`src/rtl/lab2_proc_pkg.sv`:
```
// Shared definitions for the lab2 processor multiplier-sharing blocks.
package lab2_proc_pkg;
    localparam int REQ_MSG_W  = 64;
    localparam int RESP_MSG_W = 32;

    typedef enum logic {
        IDLE = 1'b0,
        BUSY = 1'b1
    } state_t;
endpackage

```
`src/rtl/lab2_proc_rr_arb2.sv`:
```
// Two-way round-robin arbiter; the priority register names the favoured requester.
module lab2_proc_rr_arb2 (
    input  logic       clk,
    input  logic       reset,
    input  logic [1:0] reqs,
    input  logic       en,
    output logic [1:0] grants
);
    logic prio;

    always_comb begin
        grants = reqs;
        if (reqs == 2'b11) grants = prio ? 2'b10 : 2'b01;
    end

    // After a grant, the requester that did not win becomes favoured.
    always_ff @(posedge clk) begin
        if (reset) prio <= 1'b0;
        else if (en && (grants != 2'b00)) prio <= grants[0];
    end
endmodule

```
`src/rtl/lab2_proc_imul_share_arb.sv`:
```
// Shares one iterative multiplier between two requesters, one transaction at a time.
//   state | meaning
//   IDLE  | nothing outstanding; grant passes straight through to the multiplier
//   BUSY  | one transaction outstanding; response routed back to the owner
module lab2_proc_imul_share_arb
    import lab2_proc_pkg::*;
(
    input  logic                  clk,
    input  logic                  reset,
    input  logic                  req0_val,
    output logic                  req0_rdy,
    input  logic [REQ_MSG_W-1:0]  req0_msg,
    input  logic                  req1_val,
    output logic                  req1_rdy,
    input  logic [REQ_MSG_W-1:0]  req1_msg,
    output logic                  resp0_val,
    input  logic                  resp0_rdy,
    output logic [RESP_MSG_W-1:0] resp0_msg,
    output logic                  resp1_val,
    input  logic                  resp1_rdy,
    output logic [RESP_MSG_W-1:0] resp1_msg,
    output logic                  imul_req_val,
    input  logic                  imul_req_rdy,
    output logic [REQ_MSG_W-1:0]  imul_req_msg,
    input  logic                  imul_resp_val,
    output logic                  imul_resp_rdy,
    input  logic [RESP_MSG_W-1:0] imul_resp_msg,
    output logic [31:0]           done_count0,
    output logic [31:0]           done_count1
);
    state_t     state, state_next;
    logic       owner;
    logic [1:0] reqs, grants;
    logic       req_go, resp_go;

    assign reqs    = (state == IDLE && !reset) ? {req1_val, req0_val} : 2'b00;
    assign req_go  = imul_req_val && imul_req_rdy;
    assign resp_go = imul_resp_val && imul_resp_rdy;

    lab2_proc_rr_arb2 u_arb (
        .clk    (clk),
        .reset  (reset),
        .reqs   (reqs),
        .en     (req_go),
        .grants (grants)
    );

    always_comb begin
        state_next    = state;
        imul_req_val  = 1'b0;
        imul_req_msg  = '0;
        req0_rdy      = 1'b0;
        req1_rdy      = 1'b0;
        resp0_val     = 1'b0;
        resp0_msg     = '0;
        resp1_val     = 1'b0;
        resp1_msg     = '0;
        imul_resp_rdy = 1'b0;
        if (state == IDLE) begin
            imul_req_val = |grants;
            if (grants[1])      imul_req_msg = req1_msg;
            else if (grants[0]) imul_req_msg = req0_msg;
            req0_rdy = grants[0] && imul_req_rdy;
            req1_rdy = grants[1] && imul_req_rdy;
            if (imul_req_val && imul_req_rdy) state_next = BUSY;
        end else if (!reset) begin
            if (owner) begin
                resp1_val     = imul_resp_val;
                resp1_msg     = imul_resp_msg;
                imul_resp_rdy = resp1_rdy;
            end else begin
                resp0_val     = imul_resp_val;
                resp0_msg     = imul_resp_msg;
                imul_resp_rdy = resp0_rdy;
            end
            // Returning to IDLE leaves a one-cycle bubble before the next grant.
            if (imul_resp_val && imul_resp_rdy) state_next = IDLE;
        end
    end

    always_ff @(posedge clk) begin
        if (reset) begin
            state       <= IDLE;
            owner       <= 1'b0;
            done_count0 <= 32'd0;
            done_count1 <= 32'd0;
        end else begin
            state <= state_next;
            if (req_go) owner <= grants[1];
            if (resp_go && !owner) done_count0 <= done_count0 + 32'd1;
            if (resp_go && owner)  done_count1 <= done_count1 + 32'd1;
        end
    end
endmodule

```
`config.mk`:
```
export PLATFORM = sky130hd
export DESIGN_NAME = lab2_proc_imul_share_arb
export DESIGN_NICKNAME = d
export VERILOG_FILES = /design/src/rtl/lab2_proc_pkg.sv /design/src/rtl/lab2_proc_rr_arb2.sv /design/src/rtl/lab2_proc_imul_share_arb.sv
export SDC_FILE = /design/constraint.sdc
export NUM_CORES = 1
export LEC_CHECK = 0
export CAP_MARGIN = 20
export CELL_PAD_IN_SITES_DETAIL_PLACEMENT = 0
export CELL_PAD_IN_SITES_GLOBAL_PLACEMENT = 2
export CORE_ASPECT_RATIO = 0.6
export CORE_MARGIN = 2
export CORE_UTILIZATION = 15
export DETAILED_ROUTE_END_ITERATION = 10
export HOLD_SLACK_MARGIN = 0.06
export PLACE_DENSITY_LB_ADDON = 0.1
export SYNTH_ARGS = -nofsm -noshare
export SYNTH_HDL_FRONTEND = slang
export SYNTH_HIERARCHICAL = 1
export SYNTH_SLANG_ARGS = --single-unit
```
`constraint.sdc`:
```
create_clock -name clk -period 3.5 [get_ports clk]
set_input_delay 0.7 -clock clk [delete_from_list [all_inputs] [get_ports clk]]
set_output_delay 0.7 -clock clk [all_outputs]
set_load 0.02 [all_outputs]
```
# Yosys cells after proc, flatten, opt, wreduce, memory -nomap -nowiden
# Index checks and enable logic that the tools add are counted.
# W data, S select, Z words.
dict set report word_totals {
  mem_count 0
  latch_bits 0
  inputBits 168
  reg_bits 67
  out_inout_bits 198
  ram_bits 0
  rom_bits 0
}
dict set report classes {
  magnitude_cmp 0
  n_bitwise 1
  div_mod_pow 0
  n_shift 0
  multipliers 0
  n_reduce_logical 14
  addsub 2
  mux 29
  n_eq_ne 1
}
# operator count
set ops {}
lappend ops {{$mux W32} 6}
lappend ops {{$mux W64} 3}
lappend ops {{$add A32 B1 Y32 const B} 2}
lappend ops {{$mux W1} 17}
lappend ops {{$logic_and A1 B1 Y1} 10}
lappend ops {{$mux W2} 3}
lappend ops {{$eq A2 B2 Y1 const B} 1}
lappend ops {{$logic_not A1 Y1} 2}
lappend ops {{$reduce_bool A2 Y1} 1}
lappend ops {{$reduce_or A2 Y1} 1}
lappend ops {{$not A1 Y1} 1}

# Logic depth before layout (Yosys ltp)
dict set report logic_depth {
  depth_word 9
  ltp_mapped 10
  ltp_nobuf 7
}

# Hierarchy
# Netlist, hierarchy kept.
# mod area_per_inst_um2 cells_each n_inst
set by_module_without_submodules {}
lappend by_module_without_submodules {lab2_proc_imul_share_arb 4319.1 588 1}
lappend by_module_without_submodules {lab2_proc_rr_arb2 65.1 7 1}

# Worst setup path before layout
# OpenSTA, ideal clock, no wires.
dict set report synth_path {
  path_type {input -> output}
  startpoint {input reset}
  endpoint {output imul_req_msg[13]}
  n_path_buf 4
  required_time_ns 2.800
  setup_slack_ns 0.127
  path_stages 8
  arrival_time_ns 2.673
  path_cell_list {clkbuf_1 -> buf_1 -> nor3b_1 -> a21boi_0 -> nor2b_1 -> clkbuf_1 -> clkbuf_1 -> a22o_1}
}
dict set report synth_via {
  word_cells_on_any_way 8
  classes_between {1 x eq/ne; 5 x mux; 2 x reduce/logical}
}
# item line_no
set synth_rtl {}
lappend synth_rtl {{start: declaration} lab2_proc_imul_share_arb.sv:9} ;# input logic reset,
lappend synth_rtl {{$logic_not A1 Y1 *} n/a}
lappend synth_rtl {{$logic_and A1 B1 Y1 *} lab2_proc_imul_share_arb.sv:36} ;# assign reqs = (state == IDLE && !reset) ? {req1_val, req0_val} : 2'b00;
lappend synth_rtl {{$mux W2 *} lab2_proc_imul_share_arb.sv:36}
lappend synth_rtl {{via reqs[1]} lab2_proc_imul_share_arb.sv:33} ;# logic [1:0] reqs, grants;
lappend synth_rtl {{$eq A2 B2 Y1} lab2_proc_rr_arb2.sv:13} ;# if (reqs == 2'b11) grants = prio ? 2'b10 : 2'b01;
lappend synth_rtl {{$mux W2 *} lab2_proc_rr_arb2.sv:13}
lappend synth_rtl {{via grants[1]} lab2_proc_imul_share_arb.sv:33}
lappend synth_rtl {{$mux W64 *} lab2_proc_imul_share_arb.sv:61} ;# if (grants[1]) imul_req_msg = req1_msg;
lappend synth_rtl {{$mux W64 *} lab2_proc_imul_share_arb.sv:59} ;# if (state == IDLE) begin
lappend synth_rtl {{end: declaration} lab2_proc_imul_share_arb.sv:24} ;# output logic [REQ_MSG_W-1:0] imul_req_msg,
# The timed path passes the listed nets; every way through them passes the cells marked *.

# Final worst setup path
dict set report layout_path {
  startpoint {input req1_val}
  endpoint {output imul_req_msg[32]}
}
dict set report layout_via {
  word_cells_on_any_way 6
  classes_between {1 x eq/ne; 5 x mux}
}
# item line_no
set layout_rtl {}
lappend layout_rtl {{start: declaration} lab2_proc_imul_share_arb.sv:13} ;# input logic req1_val,
lappend layout_rtl {{$mux W2 *} lab2_proc_imul_share_arb.sv:36}
lappend layout_rtl {{via reqs[1]} lab2_proc_imul_share_arb.sv:33}
lappend layout_rtl {{$eq A2 B2 Y1} lab2_proc_rr_arb2.sv:13}
lappend layout_rtl {{$mux W2 *} lab2_proc_rr_arb2.sv:13}
lappend layout_rtl {{via grants[1]} lab2_proc_imul_share_arb.sv:33}
lappend layout_rtl {{$mux W64 *} lab2_proc_imul_share_arb.sv:61}
lappend layout_rtl {{$mux W64 *} lab2_proc_imul_share_arb.sv:59}
# Marked as above.

==> out/results.ini <==
[run_status]
status=completed

[place]
dp_worst_setup_slack_ns=-0.390
numPortBuffers=365
dpl.hpwl_um=23700
gp_congestion=0.814

[timing]
final.min_clock_period_ns=3.39
fin_worst_skew_ns=0.0108
finalMaxSlewViolations=0
worst_pin_slew_ns=0.849
setup_tns_ns=0
fmax_ghz=0.295
timing.final.ws_setup_ns=0.112
grt_setup_unrepaired=false
setup_viol=0
relSlewSlack=0.432
timing.final.crit_share=0.968
finalHoldViolCount=0

[floorplanning]
placementRows=48
die_y_um=136
die_w_um=225
io_pins=366
start_util=0.152
die-area_sq_mm=0.0307
coreArea_sq_mm=0.0288

[grt]
grtUsageMet2=0.253
globalRouteMet3Util=0.0711
grt.busiest_layer=met1
use_met1=0.265
grt-ovfl-total=0
antenna_found_initial=5
track_usage=0.183
grt_pass1_wl_um=40300
grt_max_degree=48
grt_pass1_vias=5616

[route]
wirelength_um=29100
vias_per_cell=4.44
drc=0
post_drt_wl_per_cell_um=21.9
route.vias.total=5899
drtIter0Drc=266
drtPass1Iterations=5
ant_nets=0

[clock_network]
cts_buffer_depth=2
clockRootBuffer=clkbuf_16
numCtsBuffers=9
cts.clk_slew.worst_paths_ns=0.06
worstSkewPairLatency_ns=0.34
cts_hold_buffers=0
cts_tree=built
cts.sinks=67
cts_max_level=3

[setup_path]
reg2reg_depth=5
worstPathArrival_ns=2.69
crit_end=imul_req_msg[32]
r2r_slack_ns=0.68
startpoint_type=input port
startpoint=req1_val
critPathRequiredTime_ns=2.80
crit_type=input port to output port
r2r_start=state
endpoint_kind=output port
worstReg2RegEnd=done_count0[30]
cp_max_fo=37

[layout]
drive_gt1_frac=0.0830
fillers=3063
final_common_cell=clkdlybuf4s50_1
syn_to_final_growth_pct=100
final_nets=1117
final_cell_mix=300 x clkdlybuf4s50_1, 79 x nor2_1, 66 x dfxtp_1, 64 x a22o_1, 56 x nand2_1

[synthesis]
syn_inst=595
synth_ff_type=dfxtp_1
synth-seq-area-share=0.306
syn_nets=765
ys_ff_latch=67
synth_area_sq_mm=0.00438
syn_area_per_cell_sq_um=7.37
ys_async_sr_fraction=0
synth-edff-count=0
yosysTopAreaCell=dfxtp_1
synth_warnings=6
synth_top_cell_area_share=0.306
ys_types=39
synthTopCellsByArea=dfxtp_1 31%, a22o_1 13%, nor2_1 6.8%, a21oi_1 5.9%, nand2_1 4.8%

[power]
peakVddDrop_mv=0.201
p_per_area_mw_per_mm2=261
p_leak_nw=3.05

[hold_path]
hold_path_class=flip-flop to flip-flop

[job]
maxCapViolCount=0

[Yosys cell counts (2+ instances only)]
cell type and n:
clkbuf_2 2, nand4_1 23, nor2b_1 3, xor2_1 8, mux2_2 2, buf_6 2
nand3b_1 4, a21boi_0 2, or4_1 27, or4_4 2, buf_1 7, ha_1 2
nor3b_1 4, and2_1 3, nor4_1 2, or2_2 2, inv_1 10, xnor2_1 3
clkbuf_1 38, and4_1 9, nor2_1 79, nand2_1 56, nand3_1 26, dfxtp_1 67
a21oi_1 52, or3_1 24, o21ai_0 25, a22o_1 64, and3_1 11, buf_2 3
o31ai_1 25
[registers in the layout, summed over array words and instances (netlist names)]
name and flops:
state 1, u_arb/prio 1, owner 1, done_count0 32, done_count1 32
[per-layer routing]
metal | routed length [um] | vias up
met3 | 2530 | 22
li1 | - | 2939
met5 | 42 | -
met4 | 252 | 6
met2 | 12100 | 179
met1 | 14200 | 2753
[repair_timing]
action                                  4_1_cts  5_1_grt
endpoints found under the setup margin       57       61
gates cloned                                  0        0
setup buffers                                 0        1
gates resized for setup                      57       52
[metrics by stage]
step,instance area (sq um),cells,total power [mW],util,hold slack (ns)
2_1_floorplan,4380,595,1.03,-,0.529
3_3_place_gp,8560,1310,1.49,0.298,0.481
3_5_place_dp,8560,1310,1.48,0.298,0.484
4_1_cts,8780,1326,2.34,0.305,0.499
5_1_grt,8780,1328,2.41,0.305,0.522
6_report,8790,1330,2.29,0.306,0.493
[report_power, final]
group	internal, mW	switching, mW	leakage (nW)
sequential	0.765	0.00363	0.540
clock	0.499	0.371	0.139
combinational	0.341	0.315	2.38
[logic make-up (layout without fill, tap and decap cells)]
group,count (synthesis),count (layout),synth area share
AND/OR/NAND/NOR,279,279,0.333
AO/OA/AOI/OAI,171,171,0.268
flip-flops,67,67,0.306
buffers and inverters,62,419,0.0579
XOR/XNOR,11,11,0.0220
multiplexers,3,3,0.00742
adder cells (fa/ha/maj),2,2,0.00571
other,0,3,0
[worst min path at each step]
stage / start / endpoint / slack, ns / depth (start not counted)
final: done_count1[29] / done_count1[29] / 0.49 / 2
after global routing: done_count1[27] / done_count1[27] / 0.52 / 2
after CTS: done_count0[31] / done_count0[31] / 0.50 / 2
after detailed placement: done_count0[31] / done_count0[31] / 0.48 / 2
after global placement: done_count1[31] / done_count1[31] / 0.48 / 2
after floorplan: u_arb/prio / u_arb/prio / 0.53 / 2
[layout make-up]
cell class	count	area, sq um	share of cell area
Tap cell	375	469	0.0534
Antenna cell	3	7.51	0.000854
Inverter	10	37.5	0.00427
Timing Repair Buffer	393	3840	0.437
Multi-Input combinational cell	466	2810	0.320
Clock inverter	6	40.0	0.00456
Sequential cell	67	1340	0.153
Clock buffer	10	239	0.0272
[critical path, cell delays in order]
cell	delay [ns]
clkdlybuf4s50_1	0.45
nor3b_2	0.18
a21boi_1	0.24
nor2b_4	0.21
buf_4	0.14
buf_12	0.19
buf_4	0.20
a22o_1	0.20
buf_12	0.13
(Power assumes the default switching activity.)
